### config.mk
export PLATFORM = sky130hd
export DESIGN_NAME = video_mode_detect
export DESIGN_NICKNAME = d
export VERILOG_FILES = /design/src/rtl/video_mode_detect_pkg.sv /design/src/rtl/video_mode_detect_sync_edge.sv /design/src/rtl/video_mode_detect.sv
export SDC_FILE = /design/constraint.sdc
export NUM_CORES = 1
export LEC_CHECK = 0
export ABC_CLOCK_PERIOD_IN_PS = 4400
export BUFFER_PORTS_ARGS = -buffer_cell sky130_fd_sc_hd__buf_2
export CORE_UTILIZATION = 40
export DETAILED_ROUTE_END_ITERATION = 8
export SYNTH_ARGS = -nofsm -noshare
export SYNTH_HDL_FRONTEND = slang
export SYNTH_SLANG_ARGS = --single-unit
### constraint.sdc
create_clock -name clock -period 4.4 [get_ports clock]
set_input_delay 0.44 -clock clock [delete_from_list [all_inputs] [get_ports clock]]
set_output_delay 0.44 -clock clock [all_outputs]
set_load 0.02 [all_outputs]
### src/rtl/video_mode_detect_pkg.sv
// Shared definitions for the Dreamcast video mode detector.
// Holds the mode encoding, the timing windows used to recognise 31 kHz and
// 15 kHz line rates and field heights, the interlace phase threshold, the
// lock FSM state encoding and a small absolute-difference helper.
package video_mode_detect_pkg;

  // Mode encoding, also used as the classification result (UNKNOWN = invalid).
  localparam logic [1:0] MODE_UNKNOWN = 2'd0;
  localparam logic [1:0] MODE_480P    = 2'd1;
  localparam logic [1:0] MODE_480I    = 2'd2;
  localparam logic [1:0] MODE_240P    = 2'd3;

  // Line length windows in 54 MHz clocks.
  localparam logic [11:0] LINE31_MIN = 12'd1700;
  localparam logic [11:0] LINE31_MAX = 12'd1732;
  localparam logic [11:0] LINE15_MIN = 12'd3400;
  localparam logic [11:0] LINE15_MAX = 12'd3464;

  // Lines-per-field windows.
  localparam logic [9:0] FIELD480P_MIN = 10'd520;
  localparam logic [9:0] FIELD480P_MAX = 10'd530;
  localparam logic [9:0] FIELD15K_MIN  = 10'd258;
  localparam logic [9:0] FIELD15K_MAX  = 10'd268;

  // Minimum vsync phase shift between fields that marks interlaced video.
  localparam logic [11:0] INTERLACE_PHASE_MIN = 12'd800;

  typedef enum logic [1:0] {
    ST_UNLOCKED = 2'd0,
    ST_ACQUIRE  = 2'd1,
    ST_LOCKED   = 2'd2
  } lockState_t;

  function automatic logic [11:0] absDiff12(input logic [11:0] a, input logic [11:0] b);
    return (a >= b) ? (a - b) : (b - a);
  endfunction

endpackage

### src/rtl/video_mode_detect_sync_edge.sv
// Two-flop synchronizer for an asynchronous active-low sync line, followed
// by a registered falling-edge pulse.
// Ports:
//   clock    - sampling clock
//   reset    - synchronous active-high reset (line assumed idle high)
//   syncN_i  - raw asynchronous active-low sync input
//   fall_o   - one-cycle pulse, third clock after the input falls
module sync_edge (
  input  logic clock,
  input  logic reset,
  input  logic syncN_i,
  output logic fall_o
);

  logic meta_q;
  logic sync_q;
  logic syncPrev_q;
  logic fall_q;

  // Synchronizer chain plus one history flop. The pulse is registered so the
  // downstream counters see a clean, glitch-free single-cycle strobe.
  // Everything resets to the idle-high level so reset release never fakes an edge.
  always_ff @(posedge clock) begin
    if (reset) begin
      meta_q     <= 1'b1;
      sync_q     <= 1'b1;
      syncPrev_q <= 1'b1;
      fall_q     <= 1'b0;
    end else begin
      meta_q     <= syncN_i;
      sync_q     <= meta_q;
      syncPrev_q <= sync_q;
      fall_q     <= syncPrev_q & ~sync_q;
    end
  end

  assign fall_o = fall_q;

endmodule

### src/rtl/video_mode_detect.sv
// Measures raw Dreamcast hsync/vsync timing and classifies the video as
// 480p, 480i or 240p, committing a mode only after several consecutive
// identical field classifications.
// Ports:
//   clock, reset  - 54 MHz clock, synchronous active-high reset
//   _hsync,_vsync - raw active-low asynchronous sync inputs
//   mode          - committed mode (0 unknown, 1 480p, 2 480i, 3 240p)
//   locked        - a mode is committed and sync is present
//   line_doubler  - mode is 480i or 240p
//   add_line      - mode is 240p
//   field         - 480i field parity, 0 otherwise
//   mode_change   - one-cycle pulse whenever mode changes
//   line_length   - last hsync-to-hsync period in clocks
//   field_lines   - last lines-per-field count
module video_mode_detect
  import video_mode_detect_pkg::*;
#(
  parameter logic [3:0]  STABLE_FIELDS = 4'd3,
  parameter logic [11:0] HSYNC_TIMEOUT = 12'd4095,
  parameter logic [11:0] LINE31_LO     = LINE31_MIN,
  parameter logic [11:0] LINE31_HI     = LINE31_MAX,
  parameter logic [11:0] LINE15_LO     = LINE15_MIN,
  parameter logic [11:0] LINE15_HI     = LINE15_MAX,
  parameter logic [9:0]  FIELD480P_LO  = FIELD480P_MIN,
  parameter logic [9:0]  FIELD480P_HI  = FIELD480P_MAX,
  parameter logic [9:0]  FIELD15K_LO   = FIELD15K_MIN,
  parameter logic [9:0]  FIELD15K_HI   = FIELD15K_MAX,
  parameter logic [11:0] PHASE_THRESH  = INTERLACE_PHASE_MIN
) (
  input  logic        clock,
  input  logic        reset,
  input  logic        _hsync,
  input  logic        _vsync,
  output logic [1:0]  mode,
  output logic        locked,
  output logic        line_doubler,
  output logic        add_line,
  output logic        field,
  output logic        mode_change,
  output logic [11:0] line_length,
  output logic [9:0]  field_lines
);

  logic hsEdge;
  logic vsEdge;

  sync_edge uHsyncEdge (
    .clock   (clock),
    .reset   (reset),
    .syncN_i (_hsync),
    .fall_o  (hsEdge)
  );

  sync_edge uVsyncEdge (
    .clock   (clock),
    .reset   (reset),
    .syncN_i (_vsync),
    .fall_o  (vsEdge)
  );

  logic [11:0] lineCount_q, lineCount_d, lineCountInc;
  logic [11:0] lineLength_q, lineLength_d;
  logic [9:0]  fieldCount_q, fieldCount_d, fieldCountInc, fieldAfterHs;
  logic [9:0]  fieldLines_q, fieldLines_d;
  logic [11:0] phase_q, phase_d, curPhase;

  // Line and field measurement. When hsync and vsync edges land in the same
  // cycle the hsync is handled first: the line that just ended is counted
  // into the field being closed, and the vsync phase is taken as zero.
  always_comb begin
    lineCountInc  = (lineCount_q == 12'hFFF) ? lineCount_q : lineCount_q + 12'd1;
    fieldCountInc = (fieldCount_q == 10'h3FF) ? fieldCount_q : fieldCount_q + 10'd1;
    lineCount_d   = lineCountInc;
    lineLength_d  = lineLength_q;
    curPhase      = lineCount_q;
    fieldAfterHs  = fieldCount_q;
    if (hsEdge) begin
      lineLength_d = lineCountInc;
      lineCount_d  = '0;
      curPhase     = '0;
      fieldAfterHs = fieldCountInc;
    end
    fieldCount_d = fieldAfterHs;
    fieldLines_d = fieldLines_q;
    phase_d      = phase_q;
    if (vsEdge) begin
      fieldLines_d = fieldAfterHs;
      fieldCount_d = '0;
      phase_d      = curPhase;
    end
  end

  logic        lineIs31, lineIs15, fieldIs480p, fieldIs15k;
  logic [11:0] phaseDiff;
  logic [1:0]  classNow;

  // Field classification from the freshly updated measurements. Interlace is
  // recognised by the vsync landing at a clearly different point within the
  // line compared with the previous field.
  always_comb begin
    lineIs31    = (lineLength_d >= LINE31_LO) && (lineLength_d <= LINE31_HI);
    lineIs15    = (lineLength_d >= LINE15_LO) && (lineLength_d <= LINE15_HI);
    fieldIs480p = (fieldLines_d >= FIELD480P_LO) && (fieldLines_d <= FIELD480P_HI);
    fieldIs15k  = (fieldLines_d >= FIELD15K_LO) && (fieldLines_d <= FIELD15K_HI);
    phaseDiff   = absDiff12(curPhase, phase_q);
    classNow    = MODE_UNKNOWN;
    if (lineIs31 && fieldIs480p) begin
      classNow = MODE_480P;
    end else if (lineIs15 && fieldIs15k) begin
      classNow = (phaseDiff >= PHASE_THRESH) ? MODE_480I : MODE_240P;
    end
  end

  logic [1:0] fieldClass_q;
  logic       fieldClassValid_q;

  // Measurement registers plus the classification register, which is loaded
  // on every vsync edge and strobes the lock FSM one clock later.
  always_ff @(posedge clock) begin
    if (reset) begin
      lineCount_q       <= '0;
      lineLength_q      <= '0;
      fieldCount_q      <= '0;
      fieldLines_q      <= '0;
      phase_q           <= '0;
      fieldClass_q      <= MODE_UNKNOWN;
      fieldClassValid_q <= 1'b0;
    end else begin
      lineCount_q       <= lineCount_d;
      lineLength_q      <= lineLength_d;
      fieldCount_q      <= fieldCount_d;
      fieldLines_q      <= fieldLines_d;
      phase_q           <= phase_d;
      fieldClass_q      <= classNow;
      fieldClassValid_q <= vsEdge;
    end
  end

  lockState_t state_q;
  logic [1:0] cand_q;
  logic [3:0] matchCount_q;
  logic [1:0] mode_q;
  logic       locked_q;
  logic       lineDoubler_q;
  logic       addLine_q;
  logic       modeChange_q;

  // Lock FSM with registered outputs. A committed mode survives glitch fields
  // and invalid fields; only a fresh commit or an hsync timeout changes it.
  // Dropping to UNLOCKED on an invalid field just restarts acquisition.
  always_ff @(posedge clock) begin
    if (reset) begin
      state_q       <= ST_UNLOCKED;
      cand_q        <= MODE_UNKNOWN;
      matchCount_q  <= '0;
      mode_q        <= MODE_UNKNOWN;
      locked_q      <= 1'b0;
      lineDoubler_q <= 1'b0;
      addLine_q     <= 1'b0;
      modeChange_q  <= 1'b0;
    end else begin
      modeChange_q <= 1'b0;
      if (lineCount_q >= HSYNC_TIMEOUT) begin
        state_q       <= ST_UNLOCKED;
        cand_q        <= MODE_UNKNOWN;
        matchCount_q  <= '0;
        mode_q        <= MODE_UNKNOWN;
        locked_q      <= 1'b0;
        lineDoubler_q <= 1'b0;
        addLine_q     <= 1'b0;
        modeChange_q  <= (mode_q != MODE_UNKNOWN);
      end else if (fieldClassValid_q) begin
        case (state_q)
          ST_UNLOCKED: begin
            if (fieldClass_q != MODE_UNKNOWN) begin
              cand_q       <= fieldClass_q;
              matchCount_q <= 4'd1;
              state_q      <= ST_ACQUIRE;
            end
          end
          ST_ACQUIRE: begin
            if (fieldClass_q == MODE_UNKNOWN) begin
              state_q      <= ST_UNLOCKED;
              matchCount_q <= '0;
            end else if (fieldClass_q == cand_q) begin
              if (matchCount_q + 4'd1 >= STABLE_FIELDS) begin
                mode_q        <= cand_q;
                locked_q      <= 1'b1;
                lineDoubler_q <= cand_q[1];
                addLine_q     <= (cand_q == MODE_240P);
                modeChange_q  <= (cand_q != mode_q);
                matchCount_q  <= '0;
                state_q       <= ST_LOCKED;
              end else begin
                matchCount_q <= matchCount_q + 4'd1;
              end
            end else begin
              cand_q       <= fieldClass_q;
              matchCount_q <= 4'd1;
            end
          end
          ST_LOCKED: begin
            if (fieldClass_q == MODE_UNKNOWN) begin
              state_q <= ST_UNLOCKED;
            end else if (fieldClass_q != mode_q) begin
              cand_q       <= fieldClass_q;
              matchCount_q <= 4'd1;
              state_q      <= ST_ACQUIRE;
            end
          end
          default: state_q <= ST_UNLOCKED;
        endcase
      end
    end
  end

  logic field_q;

  // Field parity flips on each vsync while the committed mode is 480i and is
  // held at zero in every other mode.
  always_ff @(posedge clock) begin
    if (reset) begin
      field_q <= 1'b0;
    end else if (mode_q != MODE_480I) begin
      field_q <= 1'b0;
    end else if (vsEdge) begin
      field_q <= ~field_q;
    end
  end

  assign mode         = mode_q;
  assign locked       = locked_q;
  assign line_doubler = lineDoubler_q;
  assign add_line     = addLine_q;
  assign field        = field_q;
  assign mode_change  = modeChange_q;
  assign line_length  = lineLength_q;
  assign field_lines  = fieldLines_q;

endmodule

==> results by group, run 1 <==
Floorplanning
  – IO Pins: 33
  – Die area: 0.01164 mm^2
  – Die Span Y: 107.9 um
  – # rows: 38
  – Starting Density: 0.4121
  – Horiz. Die Dim: 107.9 um
  – Std-Cell Core Area: 0.01089 mm^2

Critical path
  – Critical path data arrival time: 4120 ps
  – CP startpoint kind: flop
  – CP endpoint kind: flop
  – R2r startpoint: uHsyncEdge.fall_o
  – Critical path fanouts, max: 22
  – Crit. Startpoint: uHsyncEdge.fall_o
  – Critical Path RT: 4680 ps
  – Critical path class: flop to flop

Yosys
  – Avg Inst Size Synth: 8.218 um^2
  – Sequential-to-total area share from yosys stat: 0.3614
  – Post-Synthesis Cells: 546
  – Synth cell types: 59
  – Cell area after synthesis: 0.004487 mm^2
  – Main synth FF type: dfxtp_1
  – Synth async-reset ratio: 0
  – Synth warn: 0
  – #FFs+latches synth: 81
  – Mapped Nets: 580
  – EDFF count, synth: 0

Routing
  – Routed WL: 9988 um
  – Via/cell ratio: 5.279
  – Routed Antenna Nets: 0
  – # DRC: 0
  – 1st-iter DRT viols: 200
  – Via count: 3,748
  – Drt pass-1 iters: 4
  – Wire per inst: 14.07 um

Clocking
  – CTS max path bufs: 2
  – TritonCTS Sinks: 81
  – TritonCTS clock tree: yes
  – Hold_buf cts: 0
  – Htree depth: 3
  – Setup repair bufs after CTS: 0
  – Clock slew at reported path FFs: 90 ps
  – Post-CTS sizing: 0
  – Total CTS buffers: 9
  – Clock root buffer: clkbuf_8
  – Skew-Pair Late Insertion Delay: 380 ps

Worst hold path
  – Hold Startpoint: _hsync
  – Hold Path Class: input port to flop

Global routing
  – Vias in the first global route: 3,503
  – GRT overflow: 0
  – All-layer global routing usage: 0.1830
  – Antenna violations before repair: 0
  – Largest net degree at the start of global routing: 40
  – First-pass GRT wire length: 16,530 um

STA
  – RSZ-0062 raised after global routing: false
  – Tightest Pin Transition: 1104 ps
  – Clock skew: 15.69 ps
  – Final Critical Period: 3834 ps
  – Max Fclk: 260.8 MHz
  – Post-route clock period utilization: 0.8714
  – Max Transition Viols Final: 0
  – Final hold vios: 0
  – Max_slew headroom: 0.2616
  – Setup TNS: 0 ps
  – Setup violators final: 0

Power and ir drop
  – Leakage: 2.048 nW
  – Maximum VDD drop: 0.0001968 V
  – Cell area power density: 280.8 mW/mm^2

Run
  – Max cap viols: 0

Cells and area
  – Antenna Diode Count: 0
  – Layout cells sized above 1: 0.1263
  – Area added between synthesis and finish: 8.645%
  – Final Core Density: 0.4477
  – FILL cells: 1,063
  – Post-layout nets: 599

Placed design
  – GPL Wtd Cong: 0.8488
  – Port bufs: 32
  – Final HPWL from detailed placement: 7227 um

Run status
  – Status: finished, final reports clean
[power by group]
group | internal (mW) | switching (mW) | total, mW
sequential | 0.740 | 0.00729 | 0.748
clock | 0.221 | 0.288 | 0.509
combinational | 0.0443 | 0.0677 | 0.112
[path summary, 6_finish.rpt]
kind	endpoint	slack, ps	cells after the start
hold reg to reg	uHsyncEdge.fall_o	410	2
hold / removal	uHsyncEdge.meta_q	250	2
setup / recovery	fieldClass_q[0]	570	13
setup reg to reg	fieldClass_q[0]	570	13
[cell families (layout without fill, tap and decap cells)]
kind of cell	after synthesis	after routing	synth area share
flip-flops	81	81	0.3614
AO/OA/AOI/OAI	112	112	0.1567
multiplexers	23	23	0.05298
buffers and inverters	66	90	0.06441
XOR/XNOR	21	21	0.04099
AND/OR/NAND/NOR	213	213	0.2365
adder cells (fa/ha/maj)	30	30	0.08701
[state kept, by name (all words and copies together), names as in the netlist, 2 cells and up]
register,cells
lineCount_q,12
line_length,12
phase_q,12
fieldCount_q,10
field_lines,10
matchCount_q,4
cand_q,2
fieldClass_q,2
mode,2
state_q,2
[worst max-delay path, stage by stage, from the launching register on]
cell and delay [ps]:
dfxtp_1 310, inv_1 530, nand2_1 160, inv_1 120, ha_1 320, a21oi_1 180, nor2_1 60, a211oi_1 290
and2_1 530, mux2_1 400, a221o_1 300, a31oi_1 190, xnor2_1 100, o41ai_2 260
[cell usage after synthesis, types with 2 or more instances]
master    count  share of area
a31o_2        2         0.0039
xnor2_1      15          0.029
a211oi_1      6          0.010
buf_6         3         0.0075
ha_1         28          0.078
a41oi_1       3         0.0059
a21oi_1      39          0.044
nand4_1      10          0.014
a21boi_1      2         0.0033
nor2b_1       6         0.0084
and4_1        3         0.0059
mux2_1        3         0.0075
and2_1        6         0.0084
a21o_1        4         0.0067
nand2b_1      5         0.0070
xor2_1        6          0.012
clkbuf_1     17          0.014
a21o_2        2         0.0039
buf_4         2         0.0033
nand3_1      12          0.013
and3_1       10          0.014
inv_1        41          0.034
a311oi_1      4         0.0078
a31oi_1       6         0.0084
or2_2         9          0.013
mux2i_1      19          0.042
dfxtp_1      81           0.36
a22oi_1       2         0.0033
nor3b_1       4         0.0067
nand3b_1      3         0.0050
fa_1          2         0.0089
nand2_1      52          0.044
o21ai_0      27          0.030
nor3_1       14          0.016
nor2_1       66          0.055
o211ai_1      5         0.0084
nor4_1        5         0.0070
[routing by layer]
| layer | routed length, um | track usage |
|---|---|---|
| met1 | 4836 | 0.2437 |
| met2 | 4475 | 0.2830 |
| met3 | 526 | 0.05024 |
| met4 | 149 | 0.06458 |
| met5 | 0 | 0 |
[cells in the final DEF (no fill, tap or decap), types with 12 or more instances in the layout]
master / Yosys / layout
a21oi_1: 39 / 39
ha_1: 28 / 28
nand3_1: 12 / 12
o21ai_0: 27 / 27
nor3_1: 14 / 14
nand2_1: 52 / 52
inv_1: 41 / 41
mux2i_1: 19 / 19
xnor2_1: 15 / 15
dfxtp_1: 81 / 81
buf_2: 1 / 32
nor2_1: 66 / 66
[area by class of cell]
cell class / instances / area (um^2) / share of cell area
Multi-Input combinational cell: 399 / 2576 / 0.5285
Sequential cell: 81 / 1622 / 0.3326
Tap cell: 140 / 175.2 / 0.03593
Timing Repair Buffer: 33 / 167.7 / 0.03439
Inverter: 41 / 153.9 / 0.03157
Clock buffer: 10 / 137.6 / 0.02823
Clock inverter: 6 / 42.54 / 0.008727
[metrics by stage]
step / instances / setup WS (ps) / total power, mW / hold slack (ps) / area, um^2
3_5_place_dp: 694 / 581.4 / 0.8755 / 397.1 / 4695
3_3_place_gp: 694 / 736.8 / 0.8738 / 397.3 / 4695
2_1_floorplan: 546 / 1015 / 0.8515 / 389.5 / 4487
6_report: 710 / 565.8 / 1.369 / 249.5 / 4875
5_1_grt: 710 / 292.8 / 1.430 / 228.2 / 4875
4_1_cts: 710 / 560.1 / 1.390 / 231.9 / 4875
Power figures use the tool's default switching activity.
==> inputs of run 2 (changes only) <==
Settings changed: REMOVE_ABC_BUFFERS set to 1.
==> run 2 against run 1 <==
  * Wire length increased by 0.24%
  * Final area hardly changed
  * Clock skew is 3.6 ps lower
  * Cell count grew 0.14%
==> results by group, run 2 (synthesized netlist as in run 1, its figures left out) <==
Routing
  – 1st-iter DRT viols: 148
  – Routed WL: 10,010 um
  – Drt pass-1 iters: 4
  – # DRC: 0
  – Via/cell ratio: 5.288
  – Routed Antenna Nets: 0
  – Via count: 3,760
  – Wire per inst: 14.08 um

Clocking
  – Skew-Pair Late Insertion Delay: 370 ps
  – Setup repair bufs after CTS: 0
  – Clock slew at reported path FFs: 90 ps
  – Post-CTS sizing: 0
  – Hold_buf cts: 0
  – Total CTS buffers: 9
  – TritonCTS Sinks: 81
  – Htree depth: 3
  – Clock root buffer: clkbuf_8
  – CTS max path bufs: 2
  – TritonCTS clock tree: yes

Critical path
  – CP startpoint kind: flop
  – CP endpoint kind: flop
  – Most frequent CP cell: inv_1
  – Critical path data arrival time: 4180 ps
  – Slowest-stage cell, CP: inv_1
  – Critical Path RT: 4680 ps
  – Delay-heaviest family, CP: compound AO/OA/AOI/OAI gates
  – Critical path fanouts, max: 22
  – CP bufs+invs: 2
  – R2R setup slack: 500 ps
  – Worst flop-to-flop path endpoint: fieldClass_q[0]
  – Critical path class: flop to flop
  – Worst r2r path cells: 13
  – CP Cell Sequence: inv_1 -> nand2_1 -> inv_1 -> ha_1 -> a21oi_1 -> nor2_1 -> a211oi_1 -> and2_1 -> mux2_1 -> a221o_1 -> a31oi_1 -> xnor2_1 -> o41ai_2
  – R2r startpoint: uHsyncEdge.fall_o
  – Crit. Startpoint: uHsyncEdge.fall_o
  – CP max stage delay: 530 ps
  – Crit path depth: 13
  – Critical Path End: fieldClass_q[0]

Floorplanning
  – Die Span Y: 107.9 um
  – Horiz. Die Dim: 107.9 um
  – Std-Cell Core Area: 0.01089 mm^2
  – IO Pins: 33
  – # rows: 38
  – Die area: 0.01164 mm^2
  – Starting Density: 0.4121

STA
  – Final Critical Period: 3898 ps
  – Max Transition Viols Final: 0
  – Final hold vios: 0
  – Max_slew headroom: 0.3412
  – Setup violators final: 0
  – Post-route clock period utilization: 0.8860
  – Hold slack final: 253.1 ps
  – RSZ-0062 raised after global routing: false
  – Max Fclk: 256.5 MHz
  – Tightest Pin Transition: 984.5 ps
  – Clock skew: 12.04 ps
  – Setup TNS: 0 ps
  – Final Worst Setup Slack: 501.6 ps

Placed design
  – Port bufs: 32
  – GPL Wtd Cong: 0.8370
  – Pre-CTS setup slack: 528.5 ps
  – Final HPWL from detailed placement: 7477 um

Run status
  – Status: finished, final reports clean

Run
  – Max cap viols: 0

Cells and area
  – Most common cell after layout, fill and taps aside: dfxtp_1
  – FILL cells: 1,093
  – Post-layout nets: 600
  – Most frequent cells in the layout: dfxtp_1 (81), nor2_1 (66), nand2_1 (52), inv_1 (41), a21oi_1 (39)
  – Layout cells sized above 1: 0.1278
  – Area added between synthesis and finish: 8.728%
  – Antenna Diode Count: 0

Global routing
  – First-pass GRT wire length: 16,870 um
  – Largest net degree at the start of global routing: 39
  – Vias in the first global route: 3,580
  – GRT overflow: 0
  – All-layer global routing usage: 0.1846
  – Antenna violations before repair: 0

Power and ir drop
  – Leakage: 2.060 nW
  – Pwr Total: 1.371 mW
  – Maximum VDD drop: 0.0002453 V
  – Cell area power density: 281.1 mW/mm^2

Worst hold path
  – Hold Path Class: input port to flop
==> run 2: area by class of cell <==
cell class                 instances  area [um^2]  share of cell area
sequential                        81         1622              0.3324
timing repair buffer              34        175.2             0.03591
inverter                          41        153.9             0.03155
clock buffer                       9        123.9             0.02539
tap                              140        175.2             0.03591
multi-input combinational        399         2576              0.5281
clock inverter                     7        52.55             0.01077
==> run 2: worst min-delay path by stage <==
stage	startpoint	to	slack, ps	cells past startpoint
after floorplan	uHsyncEdge.meta_q	uHsyncEdge.sync_q	390	1
after CTS	_vsync	uVsyncEdge.meta_q	240	2
after detailed placement	uVsyncEdge.syncPrev_q	uVsyncEdge.fall_o	410	2
after global placement	uVsyncEdge.syncPrev_q	uVsyncEdge.fall_o	400	2
after global routing	_vsync	uVsyncEdge.meta_q	240	2
final	_vsync	uVsyncEdge.meta_q	250	2
==> run 2: power by group <==
| group | internal [mW] | leakage, nW | switching (mW) |
|---|---|---|---|
| Clock | 0.211 | 0.0957 | 0.301 |
| Combinational | 0.0448 | 1.31 | 0.0665 |
| Sequential | 0.741 | 0.655 | 0.00774 |
| Total | 0.996 | 2.06 | 0.375 |
==> run 2: stage by stage <==
step,instance area (um^2),utilization,cells
floorplan,4352,-,521
CTS,4878,0.4481,711
finish,4878,0.4481,711
detailed placement,4702,0.4319,695
global route,4878,0.4481,711
global placement,4702,0.4319,695
==> run 2: worst register-to-register path, delay by kind of cell, from the launching register on <==
kind                       cells  cell delay [ps]
AOI/OAI and AO/OA              5             1230
and+or+nand+nor                3              760
buffers and inverters          2              660
muxes                          1              400
DFF                            1              320
adders and majority gates      1              320
xor gates and xnor gates       1              100
==> run 2: layer usage <==
layer  track usage  routed length (um)  vias to the layer above
li1              -                   -                     1929
met2        0.3022                4638                       65
met3       0.03935                 337                       11
met1        0.2399                4879                     1755
met5             0                   0                        -
met4       0.06360                 155                        0
